`src/rtl/i2c_pkg.sv`:
```
// Shared types and constants for the I2C target receiver.
package i2c_pkg;

  localparam logic [2:0] ST_IDLE     = 3'd0;
  localparam logic [2:0] ST_ADDR     = 3'd1;
  localparam logic [2:0] ST_ADDR_ACK = 3'd2;
  localparam logic [2:0] ST_DATA     = 3'd3;
  localparam logic [2:0] ST_DATA_ACK = 3'd4;
  localparam logic [2:0] ST_IGNORE   = 3'd5;

  typedef enum logic [2:0] {
    IDLE     = ST_IDLE,
    ADDR     = ST_ADDR,
    ADDR_ACK = ST_ADDR_ACK,
    DATA     = ST_DATA,
    DATA_ACK = ST_DATA_ACK,
    IGNORE   = ST_IGNORE
  } i2c_tgt_state_t;

  localparam int   I2C_BYTE_BITS = 8;
  localparam logic I2C_RW_WRITE  = 1'b0;

endpackage

```
`src/rtl/i2c_line_cond.sv`:
```
// SCL/SDA synchronizer, optional stability filter (I2C_GLITCH_FILT_EN) and
// START/STOP/SCL-edge detection on the conditioned bus view.
module i2c_line_cond
  import i2c_pkg::*;
#(
  parameter int SYNC_STAGES = 2,
  parameter int FILT_LEN    = 3
) (
  input  logic clk,
  input  logic rst,
  input  logic scl_i,
  input  logic sda_i,
  output logic sda_o,
  output logic scl_rise_o,
  output logic scl_fall_o,
  output logic start_o,
  output logic stop_o
);

  localparam int NSYNC = (SYNC_STAGES < 2) ? 2 : SYNC_STAGES;

  logic [NSYNC-1:0] scl_sync_q, sda_sync_q;
  logic             scl_f, sda_f;
  logic             scl_prev_q, sda_prev_q;

  // Idle bus is high, so reset to 1 to avoid a spurious event after reset.
  always_ff @(posedge clk or posedge rst) begin
    if (rst) begin
      scl_sync_q <= '1;
      sda_sync_q <= '1;
    end else begin
      scl_sync_q <= {scl_sync_q[NSYNC-2:0], scl_i};
      sda_sync_q <= {sda_sync_q[NSYNC-2:0], sda_i};
    end
  end

`ifdef I2C_GLITCH_FILT_EN
  localparam int CW = $clog2(FILT_LEN + 1);

  logic [1:0]    raw;
  logic [1:0]    filt_q;
  logic [CW-1:0] cnt_q [2];

  assign raw = {sda_sync_q[NSYNC-1], scl_sync_q[NSYNC-1]};

  // Output follows the input only after FILT_LEN consecutive differing samples.
  always_ff @(posedge clk or posedge rst) begin
    if (rst) begin
      filt_q <= '1;
      for (int i = 0; i < 2; i++) cnt_q[i] <= '0;
    end else begin
      for (int i = 0; i < 2; i++) begin
        if (raw[i] == filt_q[i]) begin
          cnt_q[i] <= '0;
        end else if (cnt_q[i] == CW'(FILT_LEN - 1)) begin
          filt_q[i] <= raw[i];
          cnt_q[i]  <= '0;
        end else begin
          cnt_q[i] <= cnt_q[i] + 1'b1;
        end
      end
    end
  end

  assign {sda_f, scl_f} = filt_q;
`else
  // FILT_LEN has no effect without the filter.
  if (FILT_LEN >= 0) begin : g_pass
    assign scl_f = scl_sync_q[NSYNC-1];
    assign sda_f = sda_sync_q[NSYNC-1];
  end
`endif

  always_ff @(posedge clk or posedge rst) begin
    if (rst) begin
      scl_prev_q <= 1'b1;
      sda_prev_q <= 1'b1;
    end else begin
      scl_prev_q <= scl_f;
      sda_prev_q <= sda_f;
    end
  end

  assign sda_o      = sda_f;
  assign scl_rise_o = scl_f & ~scl_prev_q;
  assign scl_fall_o = ~scl_f & scl_prev_q;
  assign start_o    = scl_f & scl_prev_q & sda_prev_q & ~sda_f;
  assign stop_o     = scl_f & scl_prev_q & ~sda_prev_q & sda_f;

endmodule

```
`src/rtl/i2c_target_rx.sv`:
```
// Write-only I2C target: address match, ACK generation, byte strobes to fabric.
// Optional glitch filter enabled by defining I2C_GLITCH_FILT_EN.
module i2c_target_rx
  import i2c_pkg::*;
#(
  parameter logic [6:0] TARGET_ADDR = 7'h52,
  parameter int         SYNC_STAGES = 2,
  parameter int         FILT_LEN    = 3
) (
  input  logic       clk,
  input  logic       rst,
  input  logic       scl_i,
  input  logic       sda_i,
  output logic       sda_t,
  output logic [7:0] rx_data,
  output logic       rx_valid,
  output logic       rx_first,
  output logic       start_det,
  output logic       stop_det,
  output logic       busy
);

  logic sda_lvl, scl_rise, scl_fall, start_ev, stop_ev;

  i2c_line_cond #(
    .SYNC_STAGES(SYNC_STAGES),
    .FILT_LEN   (FILT_LEN)
  ) u_line (
    .clk       (clk),
    .rst       (rst),
    .scl_i     (scl_i),
    .sda_i     (sda_i),
    .sda_o     (sda_lvl),
    .scl_rise_o(scl_rise),
    .scl_fall_o(scl_fall),
    .start_o   (start_ev),
    .stop_o    (stop_ev)
  );

  i2c_tgt_state_t state_q, state_d;
  logic [3:0] cnt_q, cnt_d, cnt_inc;
  logic [6:0] shift_q, shift_d;
  logic [7:0] byte_in;
  logic [7:0] rx_data_q, rx_data_d;
  logic       sda_t_q, sda_t_d;
  logic       rx_valid_q, rx_valid_d;
  logic       rx_first_q, rx_first_d;
  logic       start_det_q, start_det_d;
  logic       stop_det_q, stop_det_d;
  logic       busy_q, busy_d;
  logic       ack_drv_q, ack_drv_d;
  logic       first_pend_q, first_pend_d;
  logic       last_bit;

  assign byte_in  = {shift_q, sda_lvl};
  assign cnt_inc  = (cnt_q >= 4'(I2C_BYTE_BITS)) ? cnt_q : cnt_q + 4'd1;
  assign last_bit = (cnt_q == 4'(I2C_BYTE_BITS - 1));

  always_comb begin
    state_d      = state_q;
    cnt_d        = cnt_q;
    shift_d      = shift_q;
    rx_data_d    = rx_data_q;
    sda_t_d      = sda_t_q;
    rx_valid_d   = 1'b0;
    rx_first_d   = 1'b0;
    start_det_d  = 1'b0;
    stop_det_d   = 1'b0;
    busy_d       = busy_q;
    ack_drv_d    = ack_drv_q;
    first_pend_d = first_pend_q;

    if (start_ev) begin
      state_d     = ADDR;
      cnt_d       = '0;
      sda_t_d     = 1'b1;
      ack_drv_d   = 1'b0;
      start_det_d = 1'b1;
    end else if (stop_ev) begin
      state_d    = IDLE;
      cnt_d      = '0;
      sda_t_d    = 1'b1;
      ack_drv_d  = 1'b0;
      busy_d     = 1'b0;
      stop_det_d = 1'b1;
    end else begin
      case (state_q)
        ADDR: begin
          if (scl_rise) begin
            shift_d = byte_in[6:0];
            cnt_d   = cnt_inc;
            if (last_bit) begin
              if (byte_in[7:1] == TARGET_ADDR && byte_in[0] == I2C_RW_WRITE) begin
                state_d      = ADDR_ACK;
                busy_d       = 1'b1;
                first_pend_d = 1'b1;
                ack_drv_d    = 1'b0;
              end else begin
                state_d = IGNORE;
                busy_d  = 1'b0;
                sda_t_d = 1'b1;
              end
            end
          end
        end
        DATA: begin
          if (scl_rise) begin
            shift_d = byte_in[6:0];
            cnt_d   = cnt_inc;
            if (last_bit) begin
              rx_data_d    = byte_in;
              rx_valid_d   = 1'b1;
              rx_first_d   = first_pend_q;
              first_pend_d = 1'b0;
              ack_drv_d    = 1'b0;
              state_d      = DATA_ACK;
            end
          end
        end
        // First fall after the 8th rise starts the ACK, the next one ends it.
        ADDR_ACK, DATA_ACK: begin
          if (scl_fall) begin
            if (!ack_drv_q) begin
              sda_t_d   = 1'b0;
              ack_drv_d = 1'b1;
            end else begin
              sda_t_d   = 1'b1;
              ack_drv_d = 1'b0;
              cnt_d     = '0;
              state_d   = DATA;
            end
          end
        end
        default: ;
      endcase
    end
  end

  always_ff @(posedge clk or posedge rst) begin
    if (rst) begin
      state_q      <= IDLE;
      cnt_q        <= '0;
      shift_q      <= '0;
      rx_data_q    <= '0;
      sda_t_q      <= 1'b1;
      rx_valid_q   <= 1'b0;
      rx_first_q   <= 1'b0;
      start_det_q  <= 1'b0;
      stop_det_q   <= 1'b0;
      busy_q       <= 1'b0;
      ack_drv_q    <= 1'b0;
      first_pend_q <= 1'b0;
    end else begin
      state_q      <= state_d;
      cnt_q        <= cnt_d;
      shift_q      <= shift_d;
      rx_data_q    <= rx_data_d;
      sda_t_q      <= sda_t_d;
      rx_valid_q   <= rx_valid_d;
      rx_first_q   <= rx_first_d;
      start_det_q  <= start_det_d;
      stop_det_q   <= stop_det_d;
      busy_q       <= busy_d;
      ack_drv_q    <= ack_drv_d;
      first_pend_q <= first_pend_d;
    end
  end

  assign sda_t     = sda_t_q;
  assign rx_data   = rx_data_q;
  assign rx_valid  = rx_valid_q;
  assign rx_first  = rx_first_q;
  assign start_det = start_det_q;
  assign stop_det  = stop_det_q;
  assign busy      = busy_q;

endmodule

```
`config.mk`:
```
export PLATFORM = sky130hd
export DESIGN_NAME = i2c_target_rx
export DESIGN_NICKNAME = d
export VERILOG_FILES = /design/src/rtl/i2c_pkg.sv /design/src/rtl/i2c_line_cond.sv /design/src/rtl/i2c_target_rx.sv
export SDC_FILE = /design/constraint.sdc
export NUM_CORES = 1
export LEC_CHECK = 0
export BUFFER_PORTS_ARGS = -buffer_cell sky130_fd_sc_hd__buf_2
export CORE_UTILIZATION = 26
export DETAILED_ROUTE_END_ITERATION = 7
export HOLD_SLACK_MARGIN = 0.12
export PLACE_DENSITY = 0.55
export SLEW_MARGIN = 20
export SYNTH_ARGS = -nofsm -noshare
export SYNTH_HDL_FRONTEND = slang
export SYNTH_SLANG_ARGS = --single-unit
```
`constraint.sdc`:
```
create_clock -name clk -period 1.7 [get_ports clk]
set_input_delay 0.34 -clock clk [delete_from_list [all_inputs] [get_ports clk]]
set_output_delay 0.34 -clock clk [all_outputs]
set_load 0.05 [all_outputs]
```
==> summary.txt <==
final hold violations: 0
Fmax achieved: 0.562 GHz
n_diodes: 0
CP peak stage delay: 380 ps
via-per-instance ratio: 4.57
drt drc: 0
cts-stage hold buffer count: 0
R2R setup slack: -80 ps
FF/Latch Area: 911 um^2
Final Wtd Congestion: 0.776
Boundary Pins: 18
vias: 1184
largest area contributor in the netlist: dfrtp_1
antenna violations before repair: 0
final setup fails: 3
synthesized cell area: 1610 um^2
Final period util: 1.05
violations in the final reports: negative setup slack
root buf cell: clkbuf_8
I/O Buffers: 17
via count of the first global-routing pass: 1239
cells on worst reg2reg path: 6
reg2reg start: cnt_q[0]
Routed WL per cell: 13.5 um
MaxCap Viol Count: 0
worst hold-check path type: in2async
Setup CP Type: reg2reg
Seq/Total Area, Yosys: 0.564
antenna viol nets, final: 0
Slew Viols, Final: 0
die width: 80.7 um
synth-to-layout area growth: 42.2%
clock sink count: 36
TritonCTS buffer count: 5
r2r endpoint: state_q[1]
multi-input combinational cell area: 786 um^2
Worst Path Required: 1880 ps
DP HPWL: 2.22 mm
total track usage: 0.119
Crit-path slowest cell: dfrtp_1
final worst setup slack: -78.0 ps
Post-Synthesis Net Count: 136
Layout Skew: 10.0 ps
Post-layout nets: 189
kind of end point of the critical path: register
top-count cell post-synth: dfrtp_1
grt ovf: 0
worst skew pair latency: 290 ps
VDD IR max: 676 uV
outcome: complete, but fails checks
Syn Area/Cell: 12.4 um^2
CTS clk-pin slew, worst paths: 80 ps
DP Worst Slack: -115 ps
power per cell area: 992 nW/um^2
crit path DAT: 1960 ps
CP Cell Sequence: ha_1, and3b_1, a22oi_2, a211oi_4, and4_1, a221o_1
total power: 2.27 mW
full die area: 6520 um^2
Least-Margin Pin Slew: 453 ps
DRT Wirelength: 3.49 mm
top-area cell type share of the netlist area: 0.450
Lkg Pwr: 1.08 nW
DRT Pass-1 Iters: 4
Ys Warns: 0
RSZ-0062 raised after global routing: true
Max FO, Critical Path: 5
DP Area: 1950 um^2
first-pass GRT wire length: 5.83 mm
synth top area cells: dfrtp_1 45%, dfstp_2 11%, mux2_2 11%
most frequent cells after synthesis: 29 x dfrtp_1, 16 x mux2_2, 7 x dfstp_2, 7 x inv_1
fin util: 0.385
post-synth cell types: 47
Die Ht: 80.7 um
clock buffer depth: 2
#FFs+latches synth: 36
H-tree levels: 2
Design Area, Final: 2290 um^2
site row count: 28
top_reg_cell synth: dfrtp_1
min Tclk post-route: 1780 ps
Async SR Flop Fraction: 1.00
startpoint types: register
WHS: 136 ps
EDFF count, synth: 0
Initial DRC Count: 40
# fillers: 592
cells after synthesis: 130
share of cells above drive strength 1: 0.587
pin count of the biggest net entering global routing: 37
TritonCTS clock tree: yes
Core ar.: 5960 um^2
Slew HR: 0.698
Initial Util: 0.271
==> registers in the layout, indices dropped and copies added, names as in the netlist, 2 cells and up <==
name               cells
cnt_q                  4
rx_data                8
shift_q                7
state_q                3
u_line.scl_sync_q      2
u_line.sda_sync_q      2
==> repair_timing <==
item | 4_1_cts | 5_1_grt
setup endpoints to repair | 16 | 18
setup buffers | 4 | 3
pin swaps | 7 | 3
cloned | 1 | 0
gates resized for setup | 20 | 17
==> where the power goes <==
part	internal [mW]	switching, mW	total [mW]
registers	0.958	0.0751	1.03
logic	0.227	0.177	0.405
clock network	0.518	0.319	0.837
total	1.70	0.571	2.27
==> routing by layer <==
| layer | up-vias | wire [um] | global-route usage |
|---|---|---|---|
| met2 | 24 | 1530 | 0.176 |
| met4 | 0 | 70 | 0.0536 |
| met3 | 9 | 151 | 0.0337 |
| li1 | 575 | - | - |
| met5 | - | 0 | 0 |
| met1 | 576 | 1740 | 0.162 |
==> cell usage in the layout (no fill, tap or decap), types with 5 or more instances in the layout <==
cell      Yosys  routed
buf_4         2      30
dfrtp_1      29      28
buf_2         2      17
mux2_2       16      12
inv_1         7       7
clkbuf_8      0       7
dfstp_2       7       7
nor2_1        5       5
mux2_4        0       5
==> worst max-delay path, delay by kind of cell (launching register included) <==
kind / cells / cell delay (ps)
compound gates: 3 / 630
fa+ha+maj: 1 / 220
flops: 1 / 380
simple gates: 2 / 440
==> stage by stage <==
stage | cells | TNS [ps]
floorplan | 130 | -2.37
global placement | 243 | -646
detailed placement | 243 | -793
CTS | 256 | -168
global route | 259 | -696
finish | 259 | -147
==> how the worst max path moves through the flow <==
stage / cells past startpoint / to / slack, ps / from
5_1_grt: 5 / state_q[1] / -190 / u_line.sda_prev_q
2_1_floorplan: 5 / state_q[1] / -2 / u_line.scl_prev_q
3_3_place_gp: 5 / state_q[1] / -110 / u_line.sda_prev_q
3_5_place_dp: 5 / state_q[1] / -110 / u_line.scl_prev_q
4_1_cts: 5 / state_q[1] / -90 / u_line.sda_sync_q[1]
6_report: 6 / state_q[1] / -80 / cnt_q[0]
==> final cells by class <==
class,instances,share of cell area
sequential,36,0.397
multi-input combinational,82,0.343
timing repair buffer,49,0.145
clock buffer,7,0.0420
tap,75,0.0409
inverter,8,0.0153
clock inverter,1,0.0131
timing repair inverter,1,0.00328
==> logic make-up (layout without fill, tap and decap cells) <==
group,after synthesis,in the layout,share of synthesized area
AO/OA/AOI/OAI,24,24,0.110
XOR/XNOR,3,3,0.0210
adder cells (fa/ha/maj),2,2,0.0155
buffers and inverters,12,66,0.0342
flip-flops,36,36,0.564
multiplexers,17,17,0.119
AND/OR/NAND/NOR,36,36,0.136
Power figures use the tool's default switching activity.
